File: src/rtl/cache_axi_bridge_if.sv
// Signal bundle between cache_top, cache_axi_bridge and the AXI memory port.
// The slave modport is the bridge view; master is the cache/memory environment view.
interface cache_axi_bridge_if #(
  parameter int BYTES_PER_LINE = 64,
  parameter int ADDR_WIDTH     = 32
);
  logic                        rd_req;
  logic [2:0]                  rd_type;
  logic [ADDR_WIDTH-1:0]       rd_addr;
  logic                        rd_rdy;
  logic                        ret_valid;
  logic                        ret_last;
  logic [31:0]                 ret_data;
  logic                        wr_req;
  logic [2:0]                  wr_type;
  logic [ADDR_WIDTH-1:0]       wr_addr;
  logic [3:0]                  wr_wstrb;
  logic [BYTES_PER_LINE*8-1:0] wr_data;
  logic                        wr_rdy;
  logic [3:0]                  arid;
  logic [ADDR_WIDTH-1:0]       araddr;
  logic [7:0]                  arlen;
  logic [2:0]                  arsize;
  logic [1:0]                  arburst;
  logic                        arvalid;
  logic                        arready;
  logic [3:0]                  rid;
  logic [31:0]                 rdata;
  logic [1:0]                  rresp;
  logic                        rlast;
  logic                        rvalid;
  logic                        rready;
  logic [3:0]                  awid;
  logic [ADDR_WIDTH-1:0]       awaddr;
  logic [7:0]                  awlen;
  logic [2:0]                  awsize;
  logic [1:0]                  awburst;
  logic                        awvalid;
  logic                        awready;
  logic [3:0]                  wid;
  logic [31:0]                 wdata;
  logic [3:0]                  wstrb;
  logic                        wlast;
  logic                        wvalid;
  logic                        wready;
  logic [3:0]                  bid;
  logic [1:0]                  bresp;
  logic                        bvalid;
  logic                        bready;

  modport slave (
    input  rd_req, rd_type, rd_addr, wr_req, wr_type, wr_addr, wr_wstrb, wr_data,
    input  arready, rid, rdata, rresp, rlast, rvalid, awready, wready, bid, bresp, bvalid,
    output rd_rdy, ret_valid, ret_last, ret_data, wr_rdy,
    output arid, araddr, arlen, arsize, arburst, arvalid, rready,
    output awid, awaddr, awlen, awsize, awburst, awvalid, wid, wdata, wstrb, wlast, wvalid, bready
  );

  modport master (
    output rd_req, rd_type, rd_addr, wr_req, wr_type, wr_addr, wr_wstrb, wr_data,
    output arready, rid, rdata, rresp, rlast, rvalid, awready, wready, bid, bresp, bvalid,
    input  rd_rdy, ret_valid, ret_last, ret_data, wr_rdy,
    input  arid, araddr, arlen, arsize, arburst, arvalid, rready,
    input  awid, awaddr, awlen, awsize, awburst, awvalid, wid, wdata, wstrb, wlast, wvalid, bready
  );
endinterface

File: src/rtl/cache_axi_bridge.sv
// Cache refill/write-back to AXI burst bridge with a one-line write-back buffer.
// CACHE_BRIDGE_LINE_HAZARD_EN: only reads to the buffered line wait for the write-back.
module cache_axi_bridge #(
  parameter int BYTES_PER_LINE = 64,
  parameter int ADDR_WIDTH     = 32
) (
  input logic              clk,
  input logic              resetn,
  cache_axi_bridge_if.slave bus
);
  localparam int WORDS = BYTES_PER_LINE / 4;
  localparam int CNT_W = $clog2(WORDS);
  localparam logic [7:0]       LINE_LEN  = 8'(WORDS - 1);
  localparam logic [CNT_W-1:0] LAST_IDX  = CNT_W'(WORDS - 1);
  localparam logic [2:0]       TYPE_LINE = 3'b100;

  typedef enum logic [1:0] {R_IDLE, R_AR, R_DATA} rd_state_t;
  typedef enum logic [1:0] {W_IDLE, W_AW, W_DATA, W_RESP} wr_state_t;

  function automatic logic [2:0] size_of(input logic [2:0] t);
    case (t)
      3'b000:  size_of = 3'b000;
      3'b001:  size_of = 3'b001;
      default: size_of = 3'b010;
    endcase
  endfunction

  rd_state_t             r_rd_state, w_rd_state_nxt;
  wr_state_t             r_wr_state, w_wr_state_nxt;
  logic [ADDR_WIDTH-1:0] r_rd_addr, r_wr_addr;
  logic [2:0]            r_rd_type, r_wr_type;
  logic [3:0]            r_wr_strb;
  logic [31:0]           r_wr_buf [WORDS];
  logic [CNT_W-1:0]      r_wcnt;
  logic w_rd_fire, w_wr_fire, w_wr_rdy, w_hazard;
  logic w_rd_line, w_wr_line, w_w_fire, w_w_last;
  logic w_unused;

  assign w_wr_rdy  = (r_wr_state == W_IDLE);
  assign w_rd_fire = bus.rd_req && bus.rd_rdy;
  assign w_wr_fire = bus.wr_req && w_wr_rdy;
  assign w_rd_line = (r_rd_type == TYPE_LINE);
  assign w_wr_line = (r_wr_type == TYPE_LINE);
  assign w_w_fire  = (r_wr_state == W_DATA) && bus.wready;
  assign w_w_last  = !w_wr_line || (r_wcnt == LAST_IDX);
  assign w_unused  = ^{bus.rid, bus.rresp, bus.bid, bus.bresp};

`ifdef CACHE_BRIDGE_LINE_HAZARD_EN
  function automatic logic same_line(input logic [ADDR_WIDTH-1:0] a, input logic [ADDR_WIDTH-1:0] b);
    same_line = ((a >> $clog2(BYTES_PER_LINE)) == (b >> $clog2(BYTES_PER_LINE)));
  endfunction
  assign w_hazard = ((r_wr_state != W_IDLE) && same_line(bus.rd_addr, r_wr_addr)) ||
                    (w_wr_fire && same_line(bus.rd_addr, bus.wr_addr));
`else
  assign w_hazard = (r_wr_state != W_IDLE) || w_wr_fire;
`endif

  assign bus.rd_rdy    = (r_rd_state == R_IDLE) && !w_hazard;
  assign bus.wr_rdy    = w_wr_rdy;
  assign bus.arid      = 4'd0;
  assign bus.araddr    = r_rd_addr;
  assign bus.arlen     = w_rd_line ? LINE_LEN : 8'd0;
  assign bus.arsize    = size_of(r_rd_type);
  assign bus.arburst   = 2'b01;
  assign bus.arvalid   = (r_rd_state == R_AR);
  assign bus.rready    = (r_rd_state == R_DATA);
  // Return path is a direct pass-through of the R channel, gated outside R_DATA.
  assign bus.ret_valid = (r_rd_state == R_DATA) && bus.rvalid;
  assign bus.ret_last  = (r_rd_state == R_DATA) && bus.rvalid && bus.rlast;
  assign bus.ret_data  = (r_rd_state == R_DATA) ? bus.rdata : 32'h0;
  assign bus.awid      = 4'd1;
  assign bus.awaddr    = r_wr_addr;
  assign bus.awlen     = w_wr_line ? LINE_LEN : 8'd0;
  assign bus.awsize    = size_of(r_wr_type);
  assign bus.awburst   = 2'b01;
  assign bus.awvalid   = (r_wr_state == W_AW);
  assign bus.wid       = 4'd1;
  assign bus.wdata     = r_wr_buf[r_wcnt];
  assign bus.wstrb     = w_wr_line ? 4'hf : r_wr_strb;
  assign bus.wlast     = (r_wr_state == W_DATA) && w_w_last;
  assign bus.wvalid    = (r_wr_state == W_DATA);
  assign bus.bready    = (r_wr_state == W_RESP);

  // Read state register and request capture.
  always_ff @(posedge clk or negedge resetn) begin
    if (!resetn) begin
      r_rd_state <= R_IDLE;
      r_rd_addr  <= {ADDR_WIDTH{1'b0}};
      r_rd_type  <= 3'b000;
    end else begin
      r_rd_state <= w_rd_state_nxt;
      if (w_rd_fire) begin
        r_rd_addr <= bus.rd_addr;
        r_rd_type <= bus.rd_type;
      end
    end
  end

  // Read next-state logic.
  always_comb begin
    w_rd_state_nxt = r_rd_state;
    case (r_rd_state)
      R_IDLE:  if (w_rd_fire) w_rd_state_nxt = R_AR; else w_rd_state_nxt = R_IDLE;
      R_AR:    if (bus.arready) w_rd_state_nxt = R_DATA; else w_rd_state_nxt = R_AR;
      R_DATA:  if (bus.rvalid && bus.rlast) w_rd_state_nxt = R_IDLE; else w_rd_state_nxt = R_DATA;
      default: w_rd_state_nxt = R_IDLE;
    endcase
  end

  // Write state register; the whole line is copied so the cache can move on at once.
  always_ff @(posedge clk or negedge resetn) begin
    if (!resetn) begin
      r_wr_state <= W_IDLE;
      r_wr_addr  <= {ADDR_WIDTH{1'b0}};
      r_wr_type  <= 3'b000;
      r_wr_strb  <= 4'h0;
      for (int i = 0; i < WORDS; i++) r_wr_buf[i] <= 32'h0;
    end else begin
      r_wr_state <= w_wr_state_nxt;
      if (w_wr_fire) begin
        r_wr_addr <= bus.wr_addr;
        r_wr_type <= bus.wr_type;
        r_wr_strb <= bus.wr_wstrb;
        for (int i = 0; i < WORDS; i++) r_wr_buf[i] <= bus.wr_data[i*32 +: 32];
      end
    end
  end

  // W beat counter, cleared while the address phase is pending.
  always_ff @(posedge clk or negedge resetn) begin
    if (!resetn) begin
      r_wcnt <= {CNT_W{1'b0}};
    end else if (r_wr_state == W_AW) begin
      r_wcnt <= {CNT_W{1'b0}};
    end else if (w_w_fire && !w_w_last) begin
      r_wcnt <= r_wcnt + {{(CNT_W-1){1'b0}}, 1'b1};
    end else begin
      r_wcnt <= r_wcnt;
    end
  end

  // Write next-state logic.
  always_comb begin
    w_wr_state_nxt = r_wr_state;
    case (r_wr_state)
      W_IDLE:  if (w_wr_fire) w_wr_state_nxt = W_AW; else w_wr_state_nxt = W_IDLE;
      W_AW:    if (bus.awready) w_wr_state_nxt = W_DATA; else w_wr_state_nxt = W_AW;
      W_DATA:  if (w_w_fire && w_w_last) w_wr_state_nxt = W_RESP; else w_wr_state_nxt = W_DATA;
      W_RESP:  if (bus.bvalid) w_wr_state_nxt = W_IDLE; else w_wr_state_nxt = W_RESP;
      default: w_wr_state_nxt = W_IDLE;
    endcase
  end
endmodule

File: src/flat_wrapper.sv
// flat-port wrapper written by rule: the top's interface ports become plain ports
module cache_axi_bridge_flat 
#(
  parameter int BYTES_PER_LINE = 64,
  parameter int ADDR_WIDTH     = 32
)
  (clk, resetn, bus_rd_req, bus_rd_type, bus_rd_addr, bus_wr_req, bus_wr_type, bus_wr_addr, bus_wr_wstrb, bus_wr_data, bus_arready, bus_rid, bus_rdata, bus_rresp, bus_rlast, bus_rvalid, bus_awready, bus_wready, bus_bid, bus_bresp, bus_bvalid, bus_rd_rdy, bus_ret_valid, bus_ret_last, bus_ret_data, bus_wr_rdy, bus_arid, bus_araddr, bus_arlen, bus_arsize, bus_arburst, bus_arvalid, bus_rready, bus_awid, bus_awaddr, bus_awlen, bus_awsize, bus_awburst, bus_awvalid, bus_wid, bus_wdata, bus_wstrb, bus_wlast, bus_wvalid, bus_bready);
  cache_axi_bridge_if #(.BYTES_PER_LINE(BYTES_PER_LINE), .ADDR_WIDTH(ADDR_WIDTH)) bus_i ();
  input logic clk;
  input logic resetn;
  input wire logic [$bits(bus_i.rd_req)-1:0] bus_rd_req;
  input wire logic [$bits(bus_i.rd_type)-1:0] bus_rd_type;
  input wire logic [$bits(bus_i.rd_addr)-1:0] bus_rd_addr;
  input wire logic [$bits(bus_i.wr_req)-1:0] bus_wr_req;
  input wire logic [$bits(bus_i.wr_type)-1:0] bus_wr_type;
  input wire logic [$bits(bus_i.wr_addr)-1:0] bus_wr_addr;
  input wire logic [$bits(bus_i.wr_wstrb)-1:0] bus_wr_wstrb;
  input wire logic [$bits(bus_i.wr_data)-1:0] bus_wr_data;
  input wire logic [$bits(bus_i.arready)-1:0] bus_arready;
  input wire logic [$bits(bus_i.rid)-1:0] bus_rid;
  input wire logic [$bits(bus_i.rdata)-1:0] bus_rdata;
  input wire logic [$bits(bus_i.rresp)-1:0] bus_rresp;
  input wire logic [$bits(bus_i.rlast)-1:0] bus_rlast;
  input wire logic [$bits(bus_i.rvalid)-1:0] bus_rvalid;
  input wire logic [$bits(bus_i.awready)-1:0] bus_awready;
  input wire logic [$bits(bus_i.wready)-1:0] bus_wready;
  input wire logic [$bits(bus_i.bid)-1:0] bus_bid;
  input wire logic [$bits(bus_i.bresp)-1:0] bus_bresp;
  input wire logic [$bits(bus_i.bvalid)-1:0] bus_bvalid;
  output wire logic [$bits(bus_i.rd_rdy)-1:0] bus_rd_rdy;
  output wire logic [$bits(bus_i.ret_valid)-1:0] bus_ret_valid;
  output wire logic [$bits(bus_i.ret_last)-1:0] bus_ret_last;
  output wire logic [$bits(bus_i.ret_data)-1:0] bus_ret_data;
  output wire logic [$bits(bus_i.wr_rdy)-1:0] bus_wr_rdy;
  output wire logic [$bits(bus_i.arid)-1:0] bus_arid;
  output wire logic [$bits(bus_i.araddr)-1:0] bus_araddr;
  output wire logic [$bits(bus_i.arlen)-1:0] bus_arlen;
  output wire logic [$bits(bus_i.arsize)-1:0] bus_arsize;
  output wire logic [$bits(bus_i.arburst)-1:0] bus_arburst;
  output wire logic [$bits(bus_i.arvalid)-1:0] bus_arvalid;
  output wire logic [$bits(bus_i.rready)-1:0] bus_rready;
  output wire logic [$bits(bus_i.awid)-1:0] bus_awid;
  output wire logic [$bits(bus_i.awaddr)-1:0] bus_awaddr;
  output wire logic [$bits(bus_i.awlen)-1:0] bus_awlen;
  output wire logic [$bits(bus_i.awsize)-1:0] bus_awsize;
  output wire logic [$bits(bus_i.awburst)-1:0] bus_awburst;
  output wire logic [$bits(bus_i.awvalid)-1:0] bus_awvalid;
  output wire logic [$bits(bus_i.wid)-1:0] bus_wid;
  output wire logic [$bits(bus_i.wdata)-1:0] bus_wdata;
  output wire logic [$bits(bus_i.wstrb)-1:0] bus_wstrb;
  output wire logic [$bits(bus_i.wlast)-1:0] bus_wlast;
  output wire logic [$bits(bus_i.wvalid)-1:0] bus_wvalid;
  output wire logic [$bits(bus_i.bready)-1:0] bus_bready;
  assign bus_i.rd_req = bus_rd_req;
  assign bus_i.rd_type = bus_rd_type;
  assign bus_i.rd_addr = bus_rd_addr;
  assign bus_i.wr_req = bus_wr_req;
  assign bus_i.wr_type = bus_wr_type;
  assign bus_i.wr_addr = bus_wr_addr;
  assign bus_i.wr_wstrb = bus_wr_wstrb;
  assign bus_i.wr_data = bus_wr_data;
  assign bus_i.arready = bus_arready;
  assign bus_i.rid = bus_rid;
  assign bus_i.rdata = bus_rdata;
  assign bus_i.rresp = bus_rresp;
  assign bus_i.rlast = bus_rlast;
  assign bus_i.rvalid = bus_rvalid;
  assign bus_i.awready = bus_awready;
  assign bus_i.wready = bus_wready;
  assign bus_i.bid = bus_bid;
  assign bus_i.bresp = bus_bresp;
  assign bus_i.bvalid = bus_bvalid;
  assign bus_rd_rdy = bus_i.rd_rdy;
  assign bus_ret_valid = bus_i.ret_valid;
  assign bus_ret_last = bus_i.ret_last;
  assign bus_ret_data = bus_i.ret_data;
  assign bus_wr_rdy = bus_i.wr_rdy;
  assign bus_arid = bus_i.arid;
  assign bus_araddr = bus_i.araddr;
  assign bus_arlen = bus_i.arlen;
  assign bus_arsize = bus_i.arsize;
  assign bus_arburst = bus_i.arburst;
  assign bus_arvalid = bus_i.arvalid;
  assign bus_rready = bus_i.rready;
  assign bus_awid = bus_i.awid;
  assign bus_awaddr = bus_i.awaddr;
  assign bus_awlen = bus_i.awlen;
  assign bus_awsize = bus_i.awsize;
  assign bus_awburst = bus_i.awburst;
  assign bus_awvalid = bus_i.awvalid;
  assign bus_wid = bus_i.wid;
  assign bus_wdata = bus_i.wdata;
  assign bus_wstrb = bus_i.wstrb;
  assign bus_wlast = bus_i.wlast;
  assign bus_wvalid = bus_i.wvalid;
  assign bus_bready = bus_i.bready;
  cache_axi_bridge #(.BYTES_PER_LINE(BYTES_PER_LINE), .ADDR_WIDTH(ADDR_WIDTH)) u_core (.clk(clk), .resetn(resetn), .bus(bus_i));
endmodule
File: config.mk
export PLATFORM = sky130hd
export DESIGN_NAME = cache_axi_bridge_flat
export DESIGN_NICKNAME = d
export VERILOG_FILES = /design/src/rtl/cache_axi_bridge_if.sv /design/src/rtl/cache_axi_bridge.sv /design/src/flat_wrapper.sv
export SDC_FILE = /design/constraint.sdc
export NUM_CORES = 1
export LEC_CHECK = 0
export CAP_MARGIN = 10
export CELL_PAD_IN_SITES_DETAIL_PLACEMENT = 1
export CELL_PAD_IN_SITES_GLOBAL_PLACEMENT = 1
export CORE_AREA = 3 3 321 323
export DETAILED_ROUTE_END_ITERATION = 16
export DIE_AREA = 0 0 324 326
export MAX_ROUTING_LAYER = met4
export PLACE_DENSITY_LB_ADDON = 0.1
export SLEW_MARGIN = 25
export SYNTH_ARGS = -nofsm -noshare
export SYNTH_HDL_FRONTEND = slang
export SYNTH_SLANG_ARGS = --single-unit
File: constraint.sdc
create_clock -name clk -period 3.2 [get_ports clk]
set_clock_uncertainty 0.15 [all_clocks]
set_input_delay 0.64 -clock clk [delete_from_list [all_inputs] [get_ports clk]]
set_output_delay 0.64 -clock clk [all_outputs]
set_load 0.01 [all_outputs]
==> flow_summary.json <==
{
  "tightest_slew_ns": 0.772,
  "wl_per_cell_um": 25.8,
  "syn_to_final_growth_pct": 50.6,
  "leakagePower_nw": 16.1,
  "cts-htree-levels": 3,
  "drt_iter0_drc": 658,
  "cp.arrival_ns": 2.69,
  "fp-row-count": 116,
  "dieArea_mm2": 0.106,
  "coreArea_mm2": 0.100,
  "initial_core_util_pct": 26.5,
  "grt_usage_pct": 19.6,
  "timing.final.ws_setup_ns": -0.275,
  "grt_max_degree": 73,
  "period_share_pct": 109,
  "yosysMostFrequentCell": "dfrtp_1",
  "antenna_found_initial": 41,
  "fin_util_pct": 40.0,
  "synth_seq_cells": 594,
  "vias_per_cell": 4.56,
  "synth-async-reset-ratio_pct": 100,
  "wl_met3_um": 7110,
  "synthesis.instances": 1649,
  "synth-main-ff-cell": "dfrtp_1",
  "top_layer": "met4",
  "dpl.hpwl_um": 77800,
  "timing.final.crit_period_ns": 3.48,
  "synth_edf_count": 0,
  "cts_sinks": 594,
  "finalNonFillerCells": 3928,
  "min_path_type": "reg -> reg",
  "worst-setup-path-type": "reg -> out",
  "cp.required_ns": 2.41,
  "detail-route-antenna-nets": 0,
  "synth_area_leaders": "dfrtp_1 56%, mux2_1 18%, mux4_2 11%, mux2_2 7.0%, buf_4 2.1%",
  "cp-start-kind": "flip-flop",
  "yosys_warnings": 0,
  "endpoint_kind": "output pin",
  "syn_area_mm2": 0.0266,
  "nets": 3177,
  "seq_area_frac_synth_pct": 55.9,
  "die_w_um": 324,
  "ir_worst_vdd_mv": 0.401,
  "violations": "negative setup slack",
  "clk_pin_slew_ns": 0.06,
  "wl_um": 101000,
  "place_inst": 3724,
  "hold_path_depth": 1,
  "ios": 820,
  "pre_cts_slack_ns": 0.00886,
  "root_buffer": "clkbuf_16",
  "finalSetupViolCount": 31,
  "synth_common_cells": "594 x dfrtp_1, 420 x mux2_1, 166 x mux2_2, 129 x mux4_2, 74 x buf_4",
  "relSlewSlack_pct": 48.6,
  "fillers": 10146,
  "multiInputGateArea_mm2": 0.0112,
  "post-route-drc-count": 0,
  "via_count": 17919,
  "port_buffers": 781,
  "die_y_um": 326,
  "power_w": 0.0372,
  "powerDensity_mw_per_mm2": 929,
  "synthDistinctLibCells": 37,
  "grt_first_pass_wirelength_um": 146000,
  "drv_slew": 0,
  "overflow": 0,
  "drtPass1Iterations": 4,
  "tritoncts": "built",
  "syn_area_per_cell_um2": 16.1,
  "gp_congestion": 0.816,
  "final-seq-area_mm2": 0.0149,
  "maxCapViolCount": 0,
  "hold_viol": 0,
  "fmax_mhz": 288,
  "status": "complete, but fails checks",
  "drive_gt1_share_pct": 26.3,
  "synth_top_area_share_pct": 55.9,
  "clkLatencyLatePin_ns": 0.63,
  "critPathMaxFanout": 6,
  "numCtsBuffers": 76,
  "met1_length_um": 41400,
  "yosysTopAreaCell": "dfrtp_1",
  "rsz0062_at_grt": "true",
  "wl_met2_um": 51200,
  "clockBufferDepth": 3,
  "grt_pass1_vias": 20723,
  "setup_tns_ns": -5.85,
  "r2r_cells": 5
}
==> final cells by class <==
type	count	area share, %
diodes	41	0.256
clock buffers	117	5.93
clock inverters	14	0.263
inverters	7	0.0657
multi-input cells	923	27.9
flip-flops and latches	594	37.2
well taps	1298	4.06
repair buffers	934	24.4
==> metal layers <==
metal  GRT usage (%)  vias up
met1            23.2     9401
met4            4.21        0
met3            6.05      119
li1                -     7887
met2            32.8      512
met5               -        -
==> worst max-delay path: stages, from the launching register on <==
cell and delay, ns:
dfrtp_4 0.51, buf_12 0.16, buf_12 0.15, buf_16 0.15, buf_12 0.12, mux4_2 0.44, a22oi_2 0.18, buf_4 0.16
nand2_2 0.06, buf_6 0.13
==> power breakdown <==
part           internal, W  leakage, nW  switching, W  total (W)
Clock              0.00515         1.23       0.00335    0.00851
Combinational      0.00918         7.78       0.00611     0.0153
Sequential          0.0114         7.06       0.00199     0.0134
==> worst paths after layout <==
kind	start	to	slack (ns)
setup / recovery	u_core.r_wcnt[0]	bus_wdata[16]	-0.28
hold / removal	u_core.r_wr_buf[437]	u_core.r_wr_buf[437]	0.33
setup reg to reg	u_core.r_wr_state[0]	u_core.r_wr_buf[402]	0.85
hold reg to reg	u_core.r_wr_buf[437]	u_core.r_wr_buf[437]	0.33
max in group asynchronous	resetn	u_core.r_wr_buf[156]	1.46
min in group asynchronous	resetn	u_core.r_wr_buf[357]	0.46
==> sequential cells by signal, summed over array words and instances, names as in the netlist <==
name,flops
u_core.r_wcnt,4
u_core.bus.araddr,32
u_core.bus.awaddr,32
u_core.r_rd_type,3
u_core.r_wr_strb,4
u_core.r_wr_buf,512
u_core.r_wr_type,3
u_core.r_wr_state,2
u_core.r_rd_state,2
==> per-stage QoR <==
| stage | hold WS [ns] | cell area, µm² |
|---|---|---|
| after global routing | 0.342 | 40000 |
| after CTS | 0.335 | 39700 |
| final | 0.328 | 40000 |
| after global placement | 0.312 | 36500 |
| after detailed placement | 0.321 | 36500 |
| after floorplan | 0.194 | 26700 |
==> timing repair <==
item | 4_1_cts | 5_1_grt
resized for setup | 229 | 67
setup endpoints to repair | 33 | 35
hold buffers | 1 | 0
cloned | 4 | 0
endpoints found under the hold margin | 50 | 0
buffers inserted | 23 | 10
pin swaps | 29 | 22
==> cell usage in the layout, fill, tap and decap left out, types with 34 or more instances in the layout <==
master / n
clkdlybuf4s50_1: 747
dfrtp_1: 592
mux2_1: 420
mux2_2: 166
mux4_2: 129
clkbuf_16: 81
buf_4: 71
buf_6: 48
a22oi_2: 47
diode_2: 41
buf_12: 41
and2_1: 34
==> kinds of logic (layout without fill, tap and decap cells) <==
family | count (synthesis) | after routing | synth area share (%)
mux | 715 | 715 | 35.8
flops | 594 | 594 | 55.9
buf+inv | 156 | 1072 | 3.80
simple gates | 103 | 103 | 2.17
compound gates | 77 | 77 | 2.21
fa+ha+maj | 2 | 2 | 0.0847
other cells | 2 | 67 | 0.0283
Power figures use the tool's default switching activity.
